`config.mk`:
```
export PLATFORM = sky130hd
export DESIGN_NAME = lwc_do_unshare
export DESIGN_NICKNAME = d
export VERILOG_FILES = /design/src/rtl/lwc_do_unshare.sv
export SDC_FILE = /design/constraint.sdc
export NUM_CORES = 1
export LEC_CHECK = 0
export BUFFER_PORTS_ARGS = -buffer_cell sky130_fd_sc_hd__clkbuf_2
export CAP_MARGIN = 10
export CORE_UTILIZATION = 45
export CTS_CLUSTER_SIZE = 25
export DETAILED_ROUTE_END_ITERATION = 6
export PLACE_DENSITY = 0.67
export SYNTH_ARGS = -nofsm -noshare
export SYNTH_HDL_FRONTEND = slang
export SYNTH_SLANG_ARGS = --single-unit
```
`constraint.sdc`:
```
create_clock -name clk -period 6.7 [get_ports clk]
set_clock_uncertainty 0.15 [all_clocks]
set_input_delay 0.335 -clock clk [delete_from_list [all_inputs] [get_ports clk]]
set_output_delay 0.335 -clock clk [all_outputs]
set_load 0.01 [all_outputs]
```
`src/rtl/lwc_do_unshare.sv`:
```
`default_nettype none
// ============================================================================
// Module   : lwc_do_unshare
// Purpose  : Receives Boolean-shared output words from the masked core,
//            recombines the shares by XOR and buffers the unshared words in a
//            small FIFO for an unprotected consumer.  Counts the words of each
//            message and reports the count when the last word leaves.
// Revision : 1.0 - initial release
// ============================================================================
module lwc_do_unshare #(
  parameter int W          = 32,
  parameter int PDI_SHARES = 4,
  parameter int DEPTH      = 4
) (
  input  logic                    clk,
  input  logic                    rst,
  input  logic [PDI_SHARES*W-1:0] do_data,
  input  logic                    do_valid,
  input  logic                    do_last,
  output logic                    do_ready,
  output logic [W-1:0]            out_data,
  output logic                    out_valid,
  output logic                    out_last,
  input  logic                    out_ready,
  output logic [15:0]             msg_words,
  output logic                    msg_done
);

  localparam int AW = (DEPTH > 1) ? $clog2(DEPTH) : 1;
  localparam logic [AW:0] FULL_CNT = (AW + 1)'(DEPTH);

  logic [W-1:0]  mem_data [DEPTH];
  logic          mem_last [DEPTH];
  logic [AW-1:0] wr_ptr;
  logic [AW-1:0] rd_ptr;
  logic [AW:0]   count;
  logic [15:0]   word_cnt;
  logic [15:0]   word_cnt_inc;
  logic [W-1:0]  unshared;
  logic          full;
  logic          empty;
  logic          push;
  logic          pop;

  // Recombine the shares; only the XOR result ever reaches a register.
  always_comb begin
    unshared = '0;
    for (int i = 0; i < PDI_SHARES; i++) begin
      unshared = unshared ^ do_data[i*W +: W];
    end
  end

  assign full  = (count == FULL_CNT);
  assign empty = (count == '0);

  // Ready depends only on occupancy (no bypass when full); held low while
  // the reset input is asserted so nothing is accepted during reset.
  assign do_ready  = rst & ~full;
  assign out_valid = ~empty;
  assign push      = do_valid & do_ready;
  assign pop       = out_valid & out_ready;

  // Head of the FIFO; forced to zero when empty so stale entries never show.
  assign out_data = empty ? '0 : mem_data[rd_ptr];
  assign out_last = empty ? 1'b0 : mem_last[rd_ptr];

  // Storage array: written at the accept edge, no reset needed.
  always_ff @(posedge clk) begin
    if (push) begin
      mem_data[wr_ptr] <= unshared;
      mem_last[wr_ptr] <= do_last;
    end
  end

  // Pointers and occupancy; pointers wrap modulo DEPTH.
  always_ff @(posedge clk or negedge rst) begin
    if (!rst) begin
      wr_ptr <= '0;
      rd_ptr <= '0;
      count  <= '0;
    end else begin
      if (push) wr_ptr <= wr_ptr + AW'(1);
      if (pop)  rd_ptr <= rd_ptr + AW'(1);
      case ({push, pop})
        2'b10:   count <= count + (AW + 1)'(1);
        2'b01:   count <= count - (AW + 1)'(1);
        default: count <= count;
      endcase
    end
  end

  assign word_cnt_inc = (word_cnt == 16'hFFFF) ? 16'hFFFF : word_cnt + 16'd1;

  // Per-message word counter with completion report on the last pop.
  always_ff @(posedge clk or negedge rst) begin
    if (!rst) begin
      word_cnt  <= '0;
      msg_words <= '0;
      msg_done  <= 1'b0;
    end else begin
      msg_done <= 1'b0;
      if (pop) begin
        if (out_last) begin
          msg_words <= word_cnt_inc;
          msg_done  <= 1'b1;
          word_cnt  <= '0;
        end else begin
          word_cnt <= word_cnt_inc;
        end
      end
    end
  end

endmodule
`default_nettype wire

```
# Yosys cells after proc, flatten, opt, wreduce, memory -nomap -nowiden
# Memory sizes are Yosys's and may differ from the RTL's.
# Index checks and enable logic that the tools add are counted.
dict set report word_totals {
  register_bits 40
  ram_bits 132
  wordCells 37
  memories 2
}
dict set report classes {
  n_addsub 5
  n_eq_ne 4
  muxes 9
  bitwise_logic 8
  reduce_logical 3
}
# name words word_bits read_ports rd_ports_with_merged_regs write_ports line
set memory_table {}
lappend memory_table {mem_data 4 32 1 0 1 32} ;# logic [W-1:0] mem_data [DEPTH];
lappend memory_table {mem_last 4 1 1 0 1 33} ;# logic mem_last [DEPTH];
# cell n
set op_table {}
lappend op_table {{bitwise XOR 32 bit} 3}
lappend op_table {{2-to-1 mux 16 bit} 2}
lappend op_table {{2-to-1 mux 32 bit} 1}
lappend op_table {{adder 16 x 1 -> 16 bit, second input constant} 1}
lappend op_table {{== test 16 bit, second input constant} 1}
lappend op_table {{one-hot mux 3 bit (2 select lines)} 1}
lappend op_table {{2-to-1 mux 1 bit} 5}
lappend op_table {{adder 2 x 1 -> 2 bit, second input constant} 2}
lappend op_table {{adder 3 x 1 -> 3 bit, second input constant} 1}
lappend op_table {{bitwise AND 1 bit} 3}
lappend op_table {{== test 3 bit, second input constant} 1}
lappend op_table {{zero test 3 bit} 1}
lappend op_table {{subtractor 3 x 1 -> 3 bit, second input constant} 1}
lappend op_table {{== test 2 x 1 -> 1 bit, second input constant} 1}
lappend op_table {{== test 2 bit, second input constant} 1}
lappend op_table {{inverter 1 bit} 2}
lappend op_table {{AND reduction 2 bit} 1}
lappend op_table {{nonzero test 2 bit} 1}

# Depth between registers and ports, before layout
dict set report depth {
  depth_word 6
  ltp_mapped 10
}

# Worst setup path after synthesis
# Ideal clock, no wire load.
dict set report synth_path {
  path_kind {register to register}
  startpoint {register count[0]}
  endpoint {memory mem_data[0][0], enable pin}
  setup_ps 393
  arrival_ps 1797
  path_slack_ps 4359
  path_stages_with_launch 4
  path_buffers 0
  period_less_slack_ps 2341
  cell_sequence {dfrtp_1 inv_1 a31oi_1 and3_1}
}
dict set report synth_via {
  elab_chain_cells 6
}
# element line
set synth_lines {}
lappend synth_lines {{from (decl)} 36} ;# logic [AW:0] count;
lappend synth_lines {{from (signal assigned)} 85} ;# 2'b10: count <= count + (AW + 1)'(1);
lappend synth_lines {{from (signal assigned)} 86} ;# 2'b01: count <= count - (AW + 1)'(1);
lappend synth_lines {{from (signal assigned)} 87} ;# default: count <= count;
lappend synth_lines {{== test 3 bit} 53} ;# assign full = (count == FULL_CNT);
lappend synth_lines {{inverter 1 bit} 58} ;# assign do_ready = rst & ~full;
lappend synth_lines {{bitwise AND 1 bit} 58}
lappend synth_lines {{via do_ready} 20} ;# output logic do_ready,
lappend synth_lines {{bitwise AND 1 bit} 60} ;# assign push = do_valid & do_ready;
lappend synth_lines {{2-to-1 mux 1 bit} 69} ;# if (push) begin
lappend synth_lines {{2-to-1 mux 1 bit (not written as such)} 70} ;# mem_data[wr_ptr] <= unshared;
lappend synth_lines {{to (decl)} 32}
# The timed path passes the listed nets, and every way through them passes these cells.

# Final worst setup path
dict set report layout_path {
  startpoint {register rd_ptr[0]}
  endpoint {output port out_last}
}
dict set report layout_via {
  elab_chain_cells 2
}
# element line
set layout_lines {}
lappend layout_lines {{from (decl)} 35} ;# logic [AW-1:0] rd_ptr;
lappend layout_lines {{from (signal assigned)} 83} ;# if (pop) rd_ptr <= rd_ptr + AW'(1);
lappend layout_lines {{memory (4 x 1 bit)} n/a}
lappend layout_lines {{2-to-1 mux 1 bit} 65} ;# assign out_last = empty ? 1'b0 : mem_last[rd_ptr];
lappend layout_lines {{to (decl)} 23} ;# output logic out_last,
# No other way between the ends.

==> impl_results.md <==
* Post-synth cell types at between 40 and 50
* ANT nets after route at 0
* Skew-Pair Late Insertion Delay at roughly 410 ps
* Post-synthesis sequential area ratio at 0.629
* Hold Crit Class: primary input to flip-flop
* Layout cells sized above 1 at 0.368
* Initial core utilization at 0.458
* Setup Fix Bufs, Post-CTS at 0
* Nets at roughly 840
* Area delta synth->final at 21.6%
* R2r setup slk at between 3000 and 4000 ps
* Via count at just under 5000
* Total GRT Usage at 0.175
* LEAKAGE at between 0.003 and 0.004 uW
* Buffer depth of the longest clock path at 2
* Count leader, synth: edfxtp_1
* Area share of the leading cell type in the synthesized netlist at 0.502
* Max Freq at 0.350 GHz
* Initial antenna violation count at 0
* PortBufs at about 180
* Initial DRC Count at between 200 and 300
* HPWL Detailed at around 10000 microns
* Final Core Density at 0.557
* Ys async rst share at 0.233
* Largest net degree at the start of global routing at between 40 and 50
* First-pass GRT wire length at about 24000 microns
* DRC at 0
* Grt total ovfl at 0
* Worst-margin pin slew at 899 ps
* Pwr Density at between 300 and 400 nW/um^2
* Post-synth top cells: edfxtp_1 (132), xnor2_1 (77), dfrtp_1 (40)
* H-tree Lvls at 4
* N_diodes at 0
* Slew headroom at 0.401
* Top post-synthesis cells by area: edfxtp_1 (50%), dfrtp_1 (13%), mux4_2 (9.4%)
* Worst hold endpoint: wr_ptr[0]
* Tcrit/Tclk final at 0.427
* Root Driver: clkbuf_16
* Clock buffer count from CTS at 17
* Worst reg2reg path depth at 6
* Die Height at 134 microns
* CTS tree: built
* Setup Viol. Count Final at 0
* Critical Path End Type: output pin
* Final Slew Violations at 0
* Yosys top cell by area: edfxtp_1
* Final wirelength at 14900 microns
* Final Hold Fails at 0
* Clock Sinks at about 170
* Setup TNS at 0 ps
* Synthesized area at around 8000 sq um
* Syn Nets at between 600 and 700
* Row cnt at 48
* IO Count at roughly 190
* R2R Path End: msg_words[4]
* Yosys reg bits at between 150 and 200
* Crit start category: flip-flop
* Critical path type: flip-flop to output pin
* Worst hold slack at about 220 ps
* Vias in the first global route at a little under 5000
* Min-delay src: do_valid
* Reg2reg start: rd_ptr[0]
* Global placement routability congestion at approximately 0.83
* CTS clock-pin slew for the worst setup and hold paths at approximately 60 ps
* Width of the chip at between 100 and 150 microns
* MaxCap Viol Count at 0
* Via/cell ratio at slightly above 5
* Pre-Repair DR Iteration Count at 4
* Hold Crit Depth at 3
* Worst vdd ir at approximately 0.22 mV
* Cell Count, Final, Fillers Out at 940
* Drt wl/cell at between 15 and 20 microns
* EDFF count, synth at roughly 130
* Setup repair after global routing missed its margin: no
* Worst path required time at ~6200 ps
* Placed Cells at 905
* CP max FO at 35
* Min Tclk post-route at ~2900 ps
* Arr. time, crit path at roughly 2400 ps
* Syn Area/Cell at ~15 sq um
* Core region area at about 17000 sq um
* Outcome: finished, final reports clean
* Top_reg_cell synth: edfxtp_1
* Mapped Cells at ~520
* Die ar. at around 18000 sq um
* Layout fillers at between 1000 and 1500
* Synth warn at 0
* PnR Total Power at around 3600 uW
-- worst max-delay path: stages, from the launching register on --
cell      delay [ps]
dfrtp_2          340
buf_4            540
mux4_2           730
nor2b_1          210
clkbuf_2         140
-- sequential cells by signal, summed over array words and instances, names as in the netlist --
signal / flops
count: 3
mem_data: 128
mem_last: 4
msg_done: 1
msg_words: 16
rd_ptr: 2
word_cnt: 16
wr_ptr: 2
-- stage by stage --
stage          instance area [sq um]  worst slack [ps]
2_1_floorplan                   7900              4360
3_3_place_gp                    9020              3960
3_5_place_dp                    9020              3890
4_1_cts                         9590              3610
5_1_grt                         9610              3630
6_report                        9610              3840
-- repair_timing --
item                                    CTS  global route
endpoints found under the hold margin    40             4
gates resized for setup                   0             0
hold buffers                              1             1
endpoints found under the setup margin    0             0
-- cell type report --
| class | instances | area (sq um) | area share |
|---|---|---|---|
| sequential | 172 | 4970 | 0.517 |
| clock inverter | 12 | 114 | 0.0119 |
| timing repair buffer | 191 | 982 | 0.102 |
| multi-input combinational | 309 | 2780 | 0.290 |
| clock buffer | 20 | 437 | 0.0455 |
| tap | 225 | 282 | 0.0293 |
| inverter | 11 | 41.3 | 0.00430 |
-- cells in the final DEF, fill, tap and decap left out, types with 6 or more instances in the layout --
master,synthesis,layout
a21oi_1,19,19
a31oi_1,13,13
clkbuf_16,0,17
clkbuf_2,0,184
dfrtp_1,40,38
edfxtp_1,132,132
ha_1,6,6
inv_1,11,11
mux4_2,33,33
nand2_1,8,8
nand4_1,6,6
nor2_1,22,22
nor2b_1,33,33
o22a_1,6,6
xnor2_1,77,77
xor2_1,38,38
-- metal layers --
metal | wire length (microns) | share of wire | GRT usage | vias up
met5 | 0 | 0 | 0 | -
met4 | 76 | 0.0051 | 0.0493 | 0
met3 | 681 | 0.046 | 0.0409 | 7
met2 | 7900 | 0.53 | 0.305 | 141
met1 | 6200 | 0.42 | 0.218 | 2364
li1 | - | - | - | 2289
-- worst max path at each step --
stage | to | cells after the start | from | slack, ps
floorplan | mem_data[0][0] | 3 | count[0] | 4360
global placement | word_cnt[13] | 5 | rd_ptr[0] | 3960
detailed placement | msg_words[4] | 6 | rd_ptr[0] | 3890
CTS | out_data[17] | 4 | count[0] | 3610
global route | count[2] | 13 | rst | 3630
finish | out_last | 4 | rd_ptr[0] | 3840
-- power breakdown --
group | internal [uW] | leakage (uW) | switching [uW]
Sequential | 1370 | 0.00170 | 120
Combinational | 563 | 0.00175 | 627
Clock | 516 | 0.000253 | 396
Total | 2450 | 0.00371 | 1140
-- logic make-up (layout without fill, tap and decap cells) --
group	Yosys count	in the layout	share of synthesized area
compound gates	56	56	0.0477
xor+xnor	115	115	0.128
fa+ha+maj	7	7	0.0120
buf+inv	38	234	0.0209
flops	172	172	0.629
mux	35	35	0.0968
simple gates	96	96	0.0665
No activity file was read; power rests on OpenSTA's default activity.
